===== config.mk =====
export PLATFORM = sky130hd
export DESIGN_NAME = tc_sparse_tile_sched
export DESIGN_NICKNAME = d
export VERILOG_FILES = /design/src/rtl/tc_sparse_tile_sched_pkg.sv /design/src/rtl/tc_sparse_tile_sched_iter.sv /design/src/rtl/tc_sparse_tile_sched.sv
export SDC_FILE = /design/constraint.sdc
export NUM_CORES = 1
export LEC_CHECK = 0
export ABC_AREA = 1
export CORE_MARGIN = 1.5
export CORE_UTILIZATION = 38
export CTS_CLUSTER_DIAMETER = 150
export DETAILED_ROUTE_END_ITERATION = 8
export MAX_ROUTING_LAYER = met4
export PLACE_DENSITY = 0.8
export SYNTH_ARGS = -nofsm -noshare
export SYNTH_HDL_FRONTEND = slang
export SYNTH_SLANG_ARGS = --single-unit

===== constraint.sdc =====
create_clock -name clk -period 1.3 [get_ports clk]
set_input_delay 0.26 -clock clk [delete_from_list [all_inputs] [get_ports clk]]
set_output_delay 0.26 -clock clk [all_outputs]
set_load 0.005 [all_outputs]

===== src/rtl/tc_sparse_tile_sched_pkg.sv =====
// tc_sparse_tile_sched_pkg
//   Shared configuration for the sparse tile scheduler: matrix and tile
//   geometry, derived tile counts, pointer and counter widths, the FSM state
//   encoding and helpers that map tile indices to mask bits and to element
//   offsets.
//   Optional feature macro: TC_SPARSE_SKIP_EN (consumed by the top level).
package tc_sparse_tile_sched_pkg;

  function automatic int iter_count(input int dim, input int tile);
    return dim / tile;
  endfunction

  function automatic int idx_width(input int count);
    return (count > 1) ? $clog2(count) : 1;
  endfunction

  localparam int M      = 16;
  localparam int N      = 16;
  localparam int K      = 16;
  localparam int TILE_M = 4;
  localparam int TILE_N = 4;
  localparam int TILE_K = 4;

  localparam int ITER_M = iter_count(M, TILE_M);
  localparam int ITER_N = iter_count(N, TILE_N);
  localparam int ITER_K = iter_count(K, TILE_K);

  localparam int PTR_W   = 4;
  localparam int CNT_W   = $clog2(ITER_M * ITER_N * ITER_K + 1);
  localparam int IDX_M_W = idx_width(ITER_M);
  localparam int IDX_N_W = idx_width(ITER_N);
  localparam int IDX_K_W = idx_width(ITER_K);
  localparam int A_W     = ITER_M * ITER_K;
  localparam int B_W     = ITER_K * ITER_N;
  localparam int A_IDX_W = idx_width(A_W);
  localparam int B_IDX_W = idx_width(B_W);

  typedef enum logic [1:0] {
    ST_IDLE  = 2'd0,
    ST_SCAN  = 2'd1,
    ST_ISSUE = 2'd2,
    ST_DONE  = 2'd3
  } tc_state_e;

  // A tile (mi,ki) lives at bit mi*ITER_K+ki of a_mask.
  function automatic logic [A_IDX_W-1:0] a_bit(input int mi, input int ki);
    return A_IDX_W'(mi * ITER_K + ki);
  endfunction

  // B tile (ki,ni) lives at bit ki*ITER_N+ni of b_mask.
  function automatic logic [B_IDX_W-1:0] b_bit(input int ki, input int ni);
    return B_IDX_W'(ki * ITER_N + ni);
  endfunction

  function automatic logic [PTR_W-1:0] idx_to_ptr(input int idx, input int tile);
    return PTR_W'(idx * tile);
  endfunction

endpackage


===== src/rtl/tc_sparse_tile_sched_iter.sv =====
// tc_sched_iter
//   Nested tile index counter for the scheduler. Loop order is n outer,
//   m middle, k inner. Also evaluates the current candidate against the
//   latched masks and looks ahead for any hit at a higher k in the same
//   C tile (used to flag the last accumulation beat).
// Ports
//   clk, reset      clock, asynchronous active-high reset
//   clr_i           zero all indices (start of pass)
//   adv_i           step to the next candidate (k inner)
//   adv_tile_i      jump to the last k of the current C tile, then step,
//                   i.e. move straight to k=0 of the next C tile
//   a_mask_i/b_mask_i  latched tile nonzero maps
//   mi_o/ki_o/ni_o  current tile indices
//   hit_o           A(mi,ki) and B(ki,ni) both nonzero
//   hit_higher_o    some k' > ki also hits for this (mi,ni)
//   k_last_o        ki is the last k
//   tile_last_o     (mi,ni) is the final C tile of the pass
module tc_sched_iter
  import tc_sparse_tile_sched_pkg::*;
(
  input  logic               clk,
  input  logic               reset,
  input  logic               clr_i,
  input  logic               adv_i,
  input  logic               adv_tile_i,
  input  logic [A_W-1:0]     a_mask_i,
  input  logic [B_W-1:0]     b_mask_i,
  output logic [IDX_M_W-1:0] mi_o,
  output logic [IDX_K_W-1:0] ki_o,
  output logic [IDX_N_W-1:0] ni_o,
  output logic               hit_o,
  output logic               hit_higher_o,
  output logic               k_last_o,
  output logic               tile_last_o
);

  localparam logic [IDX_M_W-1:0] M_MAX = IDX_M_W'(ITER_M - 1);
  localparam logic [IDX_N_W-1:0] N_MAX = IDX_N_W'(ITER_N - 1);
  localparam logic [IDX_K_W-1:0] K_MAX = IDX_K_W'(ITER_K - 1);

  logic [IDX_M_W-1:0] mi_q, mi_d;
  logic [IDX_K_W-1:0] ki_q, ki_d;
  logic [IDX_N_W-1:0] ni_q, ni_d;
  logic               k_wrap;

  always_comb begin
    mi_d   = mi_q;
    ki_d   = ki_q;
    ni_d   = ni_q;
    k_wrap = adv_tile_i | (ki_q == K_MAX);
    if (clr_i) begin
      mi_d = '0;
      ki_d = '0;
      ni_d = '0;
    end else if (adv_i | adv_tile_i) begin
      if (!k_wrap) begin
        ki_d = ki_q + 1'b1;
      end else begin
        ki_d = '0;
        if (mi_q == M_MAX) begin
          mi_d = '0;
          ni_d = (ni_q == N_MAX) ? '0 : ni_q + 1'b1;
        end else begin
          mi_d = mi_q + 1'b1;
        end
      end
    end
  end

  always_ff @(posedge clk or posedge reset) begin
    if (reset) begin
      mi_q <= '0;
      ki_q <= '0;
      ni_q <= '0;
    end else begin
      mi_q <= mi_d;
      ki_q <= ki_d;
      ni_q <= ni_d;
    end
  end

  // Candidate hit and OR of all higher-k hits within the same C tile.
  always_comb begin
    hit_o        = a_mask_i[a_bit(int'(mi_q), int'(ki_q))] &
                   b_mask_i[b_bit(int'(ki_q), int'(ni_q))];
    hit_higher_o = 1'b0;
    for (int k = 0; k < ITER_K; k++) begin
      if (k > int'(ki_q)) begin
        hit_higher_o = hit_higher_o |
                       (a_mask_i[a_bit(int'(mi_q), k)] & b_mask_i[b_bit(k, int'(ni_q))]);
      end
    end
  end

  assign mi_o        = mi_q;
  assign ki_o        = ki_q;
  assign ni_o        = ni_q;
  assign k_last_o    = (ki_q == K_MAX);
  assign tile_last_o = (mi_q == M_MAX) && (ni_q == N_MAX);

endmodule


===== src/rtl/tc_sparse_tile_sched.sv =====
// tc_sparse_tile_sched
//   Sequences one C = A x B pass of the tiled tensor-core datapath, issuing
//   one beat per active (m,k,n) tile triple and skipping zero tile pairs via
//   the A/B nonzero bitmaps. A C tile with no active pair gets a single
//   zero_tile beat so every C tile is still written back.
//   Macro TC_SPARSE_SKIP_EN: when defined the masks are honoured; otherwise
//   the latched masks are all ones (dense sequencing) and the mask ports
//   are unused.
// Ports
//   clk, reset              clock, asynchronous active-high reset
//   start                   begin a pass (only looked at in IDLE)
//   a_mask, b_mask          tile nonzero bitmaps, latched at start
//   issue_ready/issue_valid beat handshake with the datapath
//   ptr_m/ptr_n/ptr_k       element offsets of the current tiles
//   first_k/last_k          clear accumulator / write back C tile
//   zero_tile               C tile has no active pair, write zeros
//   busy, done              pass in progress / one-cycle end pulse
//   beat_cnt                beats accepted in the current/last pass
//   dbg_state               FSM state, for observation only
//
// Handshake: issue_valid rises in ISSUE and every beat output (ptrs,
// first_k, last_k, zero_tile) is held until the cycle in which
// issue_valid & issue_ready are both sampled high on a rising edge; that
// edge is the transfer. issue_valid never drops without a transfer except
// on reset.
module tc_sparse_tile_sched
  import tc_sparse_tile_sched_pkg::*;
(
  input  logic             clk,
  input  logic             reset,
  input  logic             start,
  input  logic [A_W-1:0]   a_mask,
  input  logic [B_W-1:0]   b_mask,
  input  logic             issue_ready,
  output logic             issue_valid,
  output logic [PTR_W-1:0] ptr_m,
  output logic [PTR_W-1:0] ptr_n,
  output logic [PTR_W-1:0] ptr_k,
  output logic             first_k,
  output logic             last_k,
  output logic             zero_tile,
  output logic             busy,
  output logic             done,
  output logic [CNT_W-1:0] beat_cnt,
  output tc_state_e        dbg_state
);

  tc_state_e        state_q, state_d;
  logic [A_W-1:0]   a_q, a_d;
  logic [B_W-1:0]   b_q, b_d;
  logic             tile_open_q, tile_open_d;
  logic [PTR_W-1:0] ptr_m_q, ptr_m_d, ptr_n_q, ptr_n_d, ptr_k_q, ptr_k_d;
  logic             first_q, first_d, last_q, last_d, zero_q, zero_d;
  logic [CNT_W-1:0] cnt_q, cnt_d;

  logic               it_clr, it_adv, it_adv_tile;
  logic [IDX_M_W-1:0] mi;
  logic [IDX_K_W-1:0] ki;
  logic [IDX_N_W-1:0] ni;
  logic               hit, hit_higher, k_last, tile_last;

`ifdef TC_SPARSE_SKIP_EN
  logic [A_W-1:0] a_load;
  logic [B_W-1:0] b_load;
  assign a_load = a_mask;
  assign b_load = b_mask;
`else
  logic [A_W-1:0] a_load;
  logic [B_W-1:0] b_load;
  logic           unused_masks;
  assign a_load       = '1;
  assign b_load       = '1;
  assign unused_masks = ^{a_mask, b_mask};
`endif

  tc_sched_iter u_iter (
    .clk          (clk),
    .reset        (reset),
    .clr_i        (it_clr),
    .adv_i        (it_adv),
    .adv_tile_i   (it_adv_tile),
    .a_mask_i     (a_q),
    .b_mask_i     (b_q),
    .mi_o         (mi),
    .ki_o         (ki),
    .ni_o         (ni),
    .hit_o        (hit),
    .hit_higher_o (hit_higher),
    .k_last_o     (k_last),
    .tile_last_o  (tile_last)
  );

  always_comb begin
    state_d     = state_q;
    a_d         = a_q;
    b_d         = b_q;
    tile_open_d = tile_open_q;
    ptr_m_d     = ptr_m_q;
    ptr_n_d     = ptr_n_q;
    ptr_k_d     = ptr_k_q;
    first_d     = first_q;
    last_d      = last_q;
    zero_d      = zero_q;
    cnt_d       = cnt_q;
    it_clr      = 1'b0;
    it_adv      = 1'b0;
    it_adv_tile = 1'b0;
    case (state_q)
      ST_IDLE: begin
        if (start) begin
          a_d         = a_load;
          b_d         = b_load;
          cnt_d       = '0;
          tile_open_d = 1'b0;
          it_clr      = 1'b1;
          state_d     = ST_SCAN;
        end
      end
      ST_SCAN: begin
        if (hit) begin
          ptr_m_d = idx_to_ptr(int'(mi), TILE_M);
          ptr_n_d = idx_to_ptr(int'(ni), TILE_N);
          ptr_k_d = idx_to_ptr(int'(ki), TILE_K);
          first_d = ~tile_open_q;
          last_d  = ~hit_higher;
          zero_d  = 1'b0;
          state_d = ST_ISSUE;
        end else if (k_last && !tile_open_q) begin
          // Whole C tile empty: one zero_tile beat so it is still written.
          ptr_m_d = idx_to_ptr(int'(mi), TILE_M);
          ptr_n_d = idx_to_ptr(int'(ni), TILE_N);
          ptr_k_d = '0;
          first_d = 1'b1;
          last_d  = 1'b1;
          zero_d  = 1'b1;
          state_d = ST_ISSUE;
        end else begin
          it_adv = 1'b1;
        end
      end
      ST_ISSUE: begin
        if (issue_ready) begin
          cnt_d       = cnt_q + 1'b1;
          tile_open_d = ~last_q;
          if (last_q && tile_last) begin
            state_d = ST_DONE;
          end else begin
            // After the last beat of a C tile the remaining k are known
            // misses, so go straight to the next C tile.
            it_adv_tile = last_q;
            it_adv      = ~last_q;
            state_d     = ST_SCAN;
          end
        end
      end
      ST_DONE: begin
        state_d = ST_IDLE;
      end
      default: begin
        state_d = ST_IDLE;
      end
    endcase
  end

  always_ff @(posedge clk or posedge reset) begin
    if (reset) begin
      state_q     <= ST_IDLE;
      a_q         <= '0;
      b_q         <= '0;
      tile_open_q <= 1'b0;
      ptr_m_q     <= '0;
      ptr_n_q     <= '0;
      ptr_k_q     <= '0;
      first_q     <= 1'b0;
      last_q      <= 1'b0;
      zero_q      <= 1'b0;
      cnt_q       <= '0;
    end else begin
      state_q     <= state_d;
      a_q         <= a_d;
      b_q         <= b_d;
      tile_open_q <= tile_open_d;
      ptr_m_q     <= ptr_m_d;
      ptr_n_q     <= ptr_n_d;
      ptr_k_q     <= ptr_k_d;
      first_q     <= first_d;
      last_q      <= last_d;
      zero_q      <= zero_d;
      cnt_q       <= cnt_d;
    end
  end

  assign issue_valid = (state_q == ST_ISSUE);
  assign busy        = (state_q == ST_SCAN) || (state_q == ST_ISSUE);
  assign done        = (state_q == ST_DONE);
  assign ptr_m       = ptr_m_q;
  assign ptr_n       = ptr_n_q;
  assign ptr_k       = ptr_k_q;
  assign first_k     = first_q;
  assign last_k      = last_q;
  assign zero_tile   = zero_q;
  assign beat_cnt    = cnt_q;
  assign dbg_state   = state_q;

endmodule


==> summary.md, run 1 <==
| Metric | Value |
|---|---|
| Starting Density | `40.3%` |
| WL final | `slightly below 4000 µm` |
| Hold Buf Count CTS | `0` |
| Vias in the first global route | `approximately 1400` |
| Yosys warns | `0` |
| Port bufs | `24` |
| Global-route wire length before repair | `6000 µm` |
| Post-Layout Inst Area | `2310 µm²` |
| Unrepaired setup endpoints after global routing | `true` |
| Violated checks | `negative setup slack` |
| Pleak | `1.21 nW` |
| Netlist cell types | `23` |
| Tmin final | `between 1.5 and 2 ns` |
| Later-pin clock latency in the skew report | `approximately 0.28 ns` |
| Reg-to-Reg End | `u_iter.ni_o[0]` |
| Chip width | `approximately 66 µm` |
| Io pins | `between 60 and 70` |
| Reg2reg setup slack | `-0.26 ns` |
| Core area | `about 3700 µm²` |
| Synthesized instance count | `between 150 and 200` |
| TritonCTS clock tree | `yes` |
| Overflow after GRT | `0` |
| Final Hold Fails | `0` |
| Slowest stage delay, CP | `approximately 0.43 ns` |
| Die Ht | `roughly 66 µm` |
| CP top delay family | `simple AND/OR/NAND/NOR gates` |
| Slowest CP cell | `dfrtp_2` |
| All-Layer GR Usage | `between 10% and 20%` |
| Kind of end point of the critical path | `flop` |
| Sinks on Clock Net | `26` |
| Startpoint types | `flop` |
| GPL Wtd Cong | `0.823` |
| Total CTS buffers | `3` |
| NumNets Final | `between 200 and 300` |
| Root Driver | `clkbuf_8` |
| Post-route worst setup slack | `-0.265 ns` |
| Via count | `around 1400` |
| Fmax | `between 0.6 and 0.7 GHz` |
| R2R cell count | `9` |
| Setup_tns | `-4.26 ns` |
| Area delta synth->final | `54.5%` |
| #FFs+latches synth | `26` |
| Avg Cell Area, Syn | `between 8 and 9 µm²` |
| WL per Instance | `between 10 and 15 µm` |
| Clk_skew | `approximately 0.012 ns` |
| Mapped cell area | `between 1000 and 1500 µm²` |
| Worst R2R Start | `dbg_state[1]` |
| Crit path buf inv count | `2` |
| Reg clk slew, reported paths | `roughly 0.1 ns` |
| CP Max Fanout | `6` |
| VDD IR max | `0.000944 V` |
| Drt first pass iters | `4` |
| WP data required | `between 1 and 1.5 ns` |
| DP HPWL | `approximately 2400 µm` |
| Arr. time, crit path | `approximately 1.7 ns` |
| Outcome | `finished, violations left` |
| Worst hold path class | `primary input to async pin` |
| # setup viols final | `27` |
| Worst setup path class | `flop to flop` |
| PnR Total Power | `around 0.0049 W` |
| Full die area | `~4300 µm²` |
| Sequential-to-total area share from yosys stat | `a little over two fifths` |
| Initial antenna violation count | `0` |
| Initial DRC count | `between 100 and 150` |
| ANT cells | `0` |
| Rows | `22` |
| Share of layout cells above drive strength 1 | `between 30 and 40%` |
| Post-DP Area | `1990 µm²` |
| Cell Pwr Density | `~2100 nW/µm²` |
| Max Root-Sink Buffers | `2` |
| Residual DRC count | `0` |
| Max Cap Violations | `0` |
| Final period util | `120%` |
| Routed vias/inst | `about 4.7` |
| H-tree levels | `1` |
| Antenna-violating nets left | `0` |
| Largest net degree at the start of global routing | `27` |
| Pins Over Slew Limit | `0` |
| CP cell instances | `buf_6 -> ha_4 -> buf_8 -> nand2_4 -> nor2_4 -> nor2_4 -> nand2_4 -> nand4_1 -> nand2_1` |
## registers in the layout, summed over array words and instances (netlist names)
name         count
last_k           1
zero_tile        1
b_q              1
tile_open_q      1
first_k          1
u_iter.mi_o      2
ptr_k            2
ptr_m            2
beat_cnt         7
u_iter.ki_o      2
ptr_n            2
dbg_state        2
u_iter.ni_o      2
## synth_stat cells
cell / instances / area [µm²]
conb_1: 1 / 3.75
o21ai_2: 1 / 8.76
a21oi_1: 2 / 10.0
buf_6: 1 / 11.3
nand2_1: 42 / 158
dfrtp_1: 26 / 651
a22oi_1: 1 / 7.51
nand4_1: 6 / 37.5
nand2_4: 3 / 33.8
ha_1: 10 / 125
nor2_1: 12 / 45.0
nor2_2: 1 / 6.26
o21ai_0: 11 / 55.1
nand3_1: 10 / 50.1
inv_1: 24 / 90.1
o21ai_1: 3 / 15.0
buf_4: 6 / 45.0
nand2_2: 5 / 31.3
xor2_1: 2 / 17.5
o31ai_1: 3 / 22.5
inv_2: 2 / 7.51
nor2_4: 4 / 45.0
nor2_8: 1 / 20.0
## power by group
group | switching (W) | internal, W | total, W
logic | 0.00158 | 0.00160 | 0.00319
registers | 0.000154 | 0.00106 | 0.00122
clock network | 0.000263 | 0.000220 | 0.000483
total | 0.00200 | 0.00289 | 0.00489
## layout by cell type, fill, tap and decap left out, types with 4 or more instances in the layout
| cell type | instances |
|---|---|
| buf_6 | 8 |
| dlygate4sd2_1 | 18 |
| inv_2 | 4 |
| nand3_1 | 5 |
| inv_1 | 18 |
| buf_4 | 31 |
| nor2_1 | 8 |
| nand2_1 | 33 |
| conb_1 | 6 |
| dfrtp_1 | 25 |
| nand2_2 | 12 |
| ha_1 | 7 |
| nand4_1 | 6 |
| nor2_4 | 7 |
| o21ai_1 | 9 |
| nand2_4 | 5 |
| nand3_2 | 5 |
| inv_4 | 4 |
## kinds of logic (layout without fill, tap and decap cells)
kind of cell / count (synthesis) / count (layout) / synth area share [%]
simple gates: 84 / 84 / 28.5
buf+inv: 33 / 94 / 10.3
flops: 26 / 26 / 43.5
compound gates: 21 / 21 / 7.94
fa+ha+maj: 10 / 10 / 8.36
xor+xnor: 2 / 2 / 1.17
other cells: 1 / 6 / 0.251
## through the flow
| step | hold slack, ns | utilization, % | instances | setup slack (ns) |
|---|---|---|---|---|
| final | 0.311 | 62.2 | 291 | -0.265 |
| after global routing | 0.322 | 62.2 | 291 | -0.329 |
| after CTS | 0.322 | 59.2 | 290 | -0.229 |
| after detailed placement | 0.453 | 53.6 | 271 | -0.245 |
| after global placement | 0.432 | 53.6 | 271 | -0.215 |
| after floorplan | 0.300 | - | 182 | -0.0729 |
## per-layer routing
metal,track usage (%),vias to the layer above,wire length (µm)
met5,-,-,0
met4,5.73,0,59
met3,2.91,7,107
met2,33.7,27,2110
met1,20.8,661,1570
li1,-,682,-
## worst register-to-register path, cell delays in order (launching register included)
cell	delay, ns
dfrtp_2	0.43
buf_6	0.13
ha_4	0.16
buf_8	0.13
nand2_4	0.08
nor2_4	0.04
nor2_4	0.15
nand2_4	0.11
nand4_1	0.14
nand2_1	0.07
## worst max-delay path by stage
stage	startpoint	to	slack (ns)	cells after the start
finish	dbg_state[1]	u_iter.ni_o[0]	-0.26	9
global route	dbg_state[1]	u_iter.ki_o[0]	-0.33	10
CTS	dbg_state[0]	done	-0.23	3
detailed placement	issue_ready	u_iter.ki_o[1]	-0.24	8
global placement	issue_ready	u_iter.mi_o[1]	-0.22	8
floorplan	dbg_state[0]	u_iter.ki_o[0]	-0.07	9
## area by class of cell
cell class / instances / area, µm²
clock buffers: 4 / 45.0
inverters: 26 / 108
fillers: 285 / 1400
well taps: 48 / 60.1
repair buffers: 64 / 586
multi-input cells: 123 / 862
flip-flops and latches: 26 / 652
## what timing repair did
action	in CTS	in global routing
pin swaps	14	18
setup endpoints to repair	46	30
setup buffers	15	1
gates resized for setup	59	29
Power figures use the tool's default switching activity.
==> run 2: changes to the inputs <==
- SKIP_CTS_REPAIR_TIMING: default -> 1
==> summary.md, run 2 (synthesized netlist as in run 1, its figures left out) <==
| Metric | Value |
|---|---|
| Outcome | `finished, violations left` |
| Violated checks | `negative setup slack` |
| Reg clk slew, reported paths | `0.10 ns (about the same)` |
| TritonCTS clock tree | `yes` |
| H-tree levels | `1 (unchanged)` |
| Global-route wire length before repair | `5320 µm (-11%)` |
| Area of the multi-input gates | `850 µm² (-1.5%)` |
| Kind of end point of the critical path | `flop` |
| Port bufs | `24 (unchanged)` |
| Total CTS buffers | `3 (unchanged)` |
| Share of layout cells above drive strength 1 | `37.6% (-2.3 points)` |
| Root Driver | `clkbuf_8` |
| Chip width | `65.8 µm (unchanged)` |
| Reg2reg setup slack | `-0.28 ns (-0.02 ns)` |
| NumNets Final | `289 (-0.34%)` |
| Antenna-violating nets left | `0 (unchanged)` |
| Arr. time, crit path | `1.75 ns (about the same)` |
| Overflow after GRT | `0 (unchanged)` |
| Largest net degree at the start of global routing | `27 (unchanged)` |
| Worst hold path class | `primary input to async pin` |
| VDD IR max | `0.000807 V (-15%)` |
| Full die area | `4320 µm² (unchanged)` |
| Starting Density | `40.3% (unchanged)` |
| Io pins | `63 (unchanged)` |
| Drt first pass iters | `4 (unchanged)` |
| Worst setup path class | `flop to flop` |
| ANT cells | `0 (unchanged)` |
| Initial antenna violation count | `0 (unchanged)` |
| Cell Pwr Density | `2050 nW/µm² (-2.9%)` |
| Core area | `3720 µm² (unchanged)` |
| Startpoint types | `flop` |
| Clk_skew | `0.0115 ns (-0.000776 ns)` |
| # fillers | `275 (-3.5%)` |
| Residual DRC count | `0 (unchanged)` |
| DP HPWL | `2420 µm (unchanged)` |
| Later-pin clock latency in the skew report | `0.27 ns (about the same)` |
| Tmin final | `1.58 ns (+0.0162 ns)` |
| Vias in the first global route | `1229 (-11%)` |
| Pins Over Slew Limit | `0 (unchanged)` |
| WL per Instance | `13.8 µm (+4.4%)` |
| Final Hold Fails | `0 (unchanged)` |
| Util after Layout | `63.1% (+0.91 points)` |
| Fmax | `0.633 GHz (-1.0%)` |
| Max Root-Sink Buffers | `2 (unchanged)` |
| Area delta synth->final | `56.8%` |
| Initial DRC count | `72 (-34%)` |
| Most frequent cells in the layout | `nand2_1 (37), buf_4 (31), dfrtp_1 (24), dlymetal6s2s_1 (20), inv_1 (18)` |
| Routed vias/inst | `4.73 (about the same)` |
| # setup viols final | `29 (+7.4%)` |
| Post-Layout Inst Area | `2350 µm² (+1.5%)` |
| Pleak | `1.42 nW (+17%)` |
| Max Cap Violations | `0 (unchanged)` |
| Die Ht | `65.8 µm (unchanged)` |
| Final period util | `122% (+1.2 points)` |
| WP data required | `1.47 ns (about the same)` |
| Rows | `22 (unchanged)` |
| CP Max Fanout | `4 (-2)` |
| Sinks on Clock Net | `26 (unchanged)` |
| WL final | `4000 µm (+4.0%)` |
| Via count | `1371 (-0.44%)` |
| All-Layer GR Usage | `16.5% (-2.1 points)` |
| FF+latch area | `653 µm² (+0.19%)` |
| Post-DP Area | `1990 µm² (unchanged)` |
| Post-route worst setup slack | `-0.281 ns (-0.0162 ns)` |
| Most common cell after layout, fill and taps aside | `nand2_1` |
| Unrepaired setup endpoints after global routing | `true` |
| GPL Wtd Cong | `0.823 (unchanged)` |
| Max FFs per register | `7 (unchanged)` |
run 2: cell count changes in the layout (fill, tap and decap cells not counted), sizes merged:
cell | before | now
dlymetal6s2s | 0 | 20
dlygate4sd2 | 18 | 0
buf | 43 | 40
clkinvlp | 0 | 1
inv | 26 | 25
run 2: power by group:
group	switching, W	internal (W)	leakage, nW
clock network	0.000261	0.000220	0.0228
logic	0.00154	0.00155	1.06
registers	0.000179	0.00106	0.334
total	0.00198	0.00283	1.42
run 2: layout make-up:
class	count	area share [%]
well taps	48	2.56
flip-flops and latches	26	27.8
repair buffers	63	26.9
clock buffers	4	1.92
inverters	26	4.53
multi-input cells	123	36.2
run 2: routing by layer:
| layer | GRT usage [%] | wire [µm] |
|---|---|---|
| met5 | - | 0 |
| met4 | 4.95 | 64 |
| met3 | 2.91 | 171 |
| met2 | 29.0 | 2210 |
| met1 | 19.1 | 1550 |
run 2: worst paths after layout:
path	start	cells past startpoint	to
max reg2reg	dbg_state[0]	9	beat_cnt[2]
min reg2reg	tile_open_q	1	first_k
min	reset	3	u_iter.ni_o[1]
max in group asynchronous	reset	3	dbg_state[1]
max	dbg_state[0]	9	beat_cnt[2]
min in group clk	tile_open_q	1	first_k
run 2: critical path, cell delays in order (launching register included):
cell     delay (ns)
dfrtp_1        0.41
inv_2          0.10
ha_4           0.17
buf_6          0.11
inv_4          0.03
o21ai_4        0.23
nor2_8         0.08
nand2_2        0.07
xor2_1         0.21
nor2_1         0.06
run 2: metrics by stage:
step	TNS (ns)	hold WS [ns]	instances	worst slack [ns]	total power, W
3_5_place_dp	-4.22	0.453	271	-0.245	0.00369
3_3_place_gp	-3.53	0.432	271	-0.215	0.00360
4_1_cts	-7.13	0.322	275	-0.523	0.00419
2_1_floorplan	-0.581	0.300	182	-0.0729	0.00245
5_1_grt	-6.18	0.323	290	-0.340	0.00514
6_report	-4.59	0.316	290	-0.281	0.00481
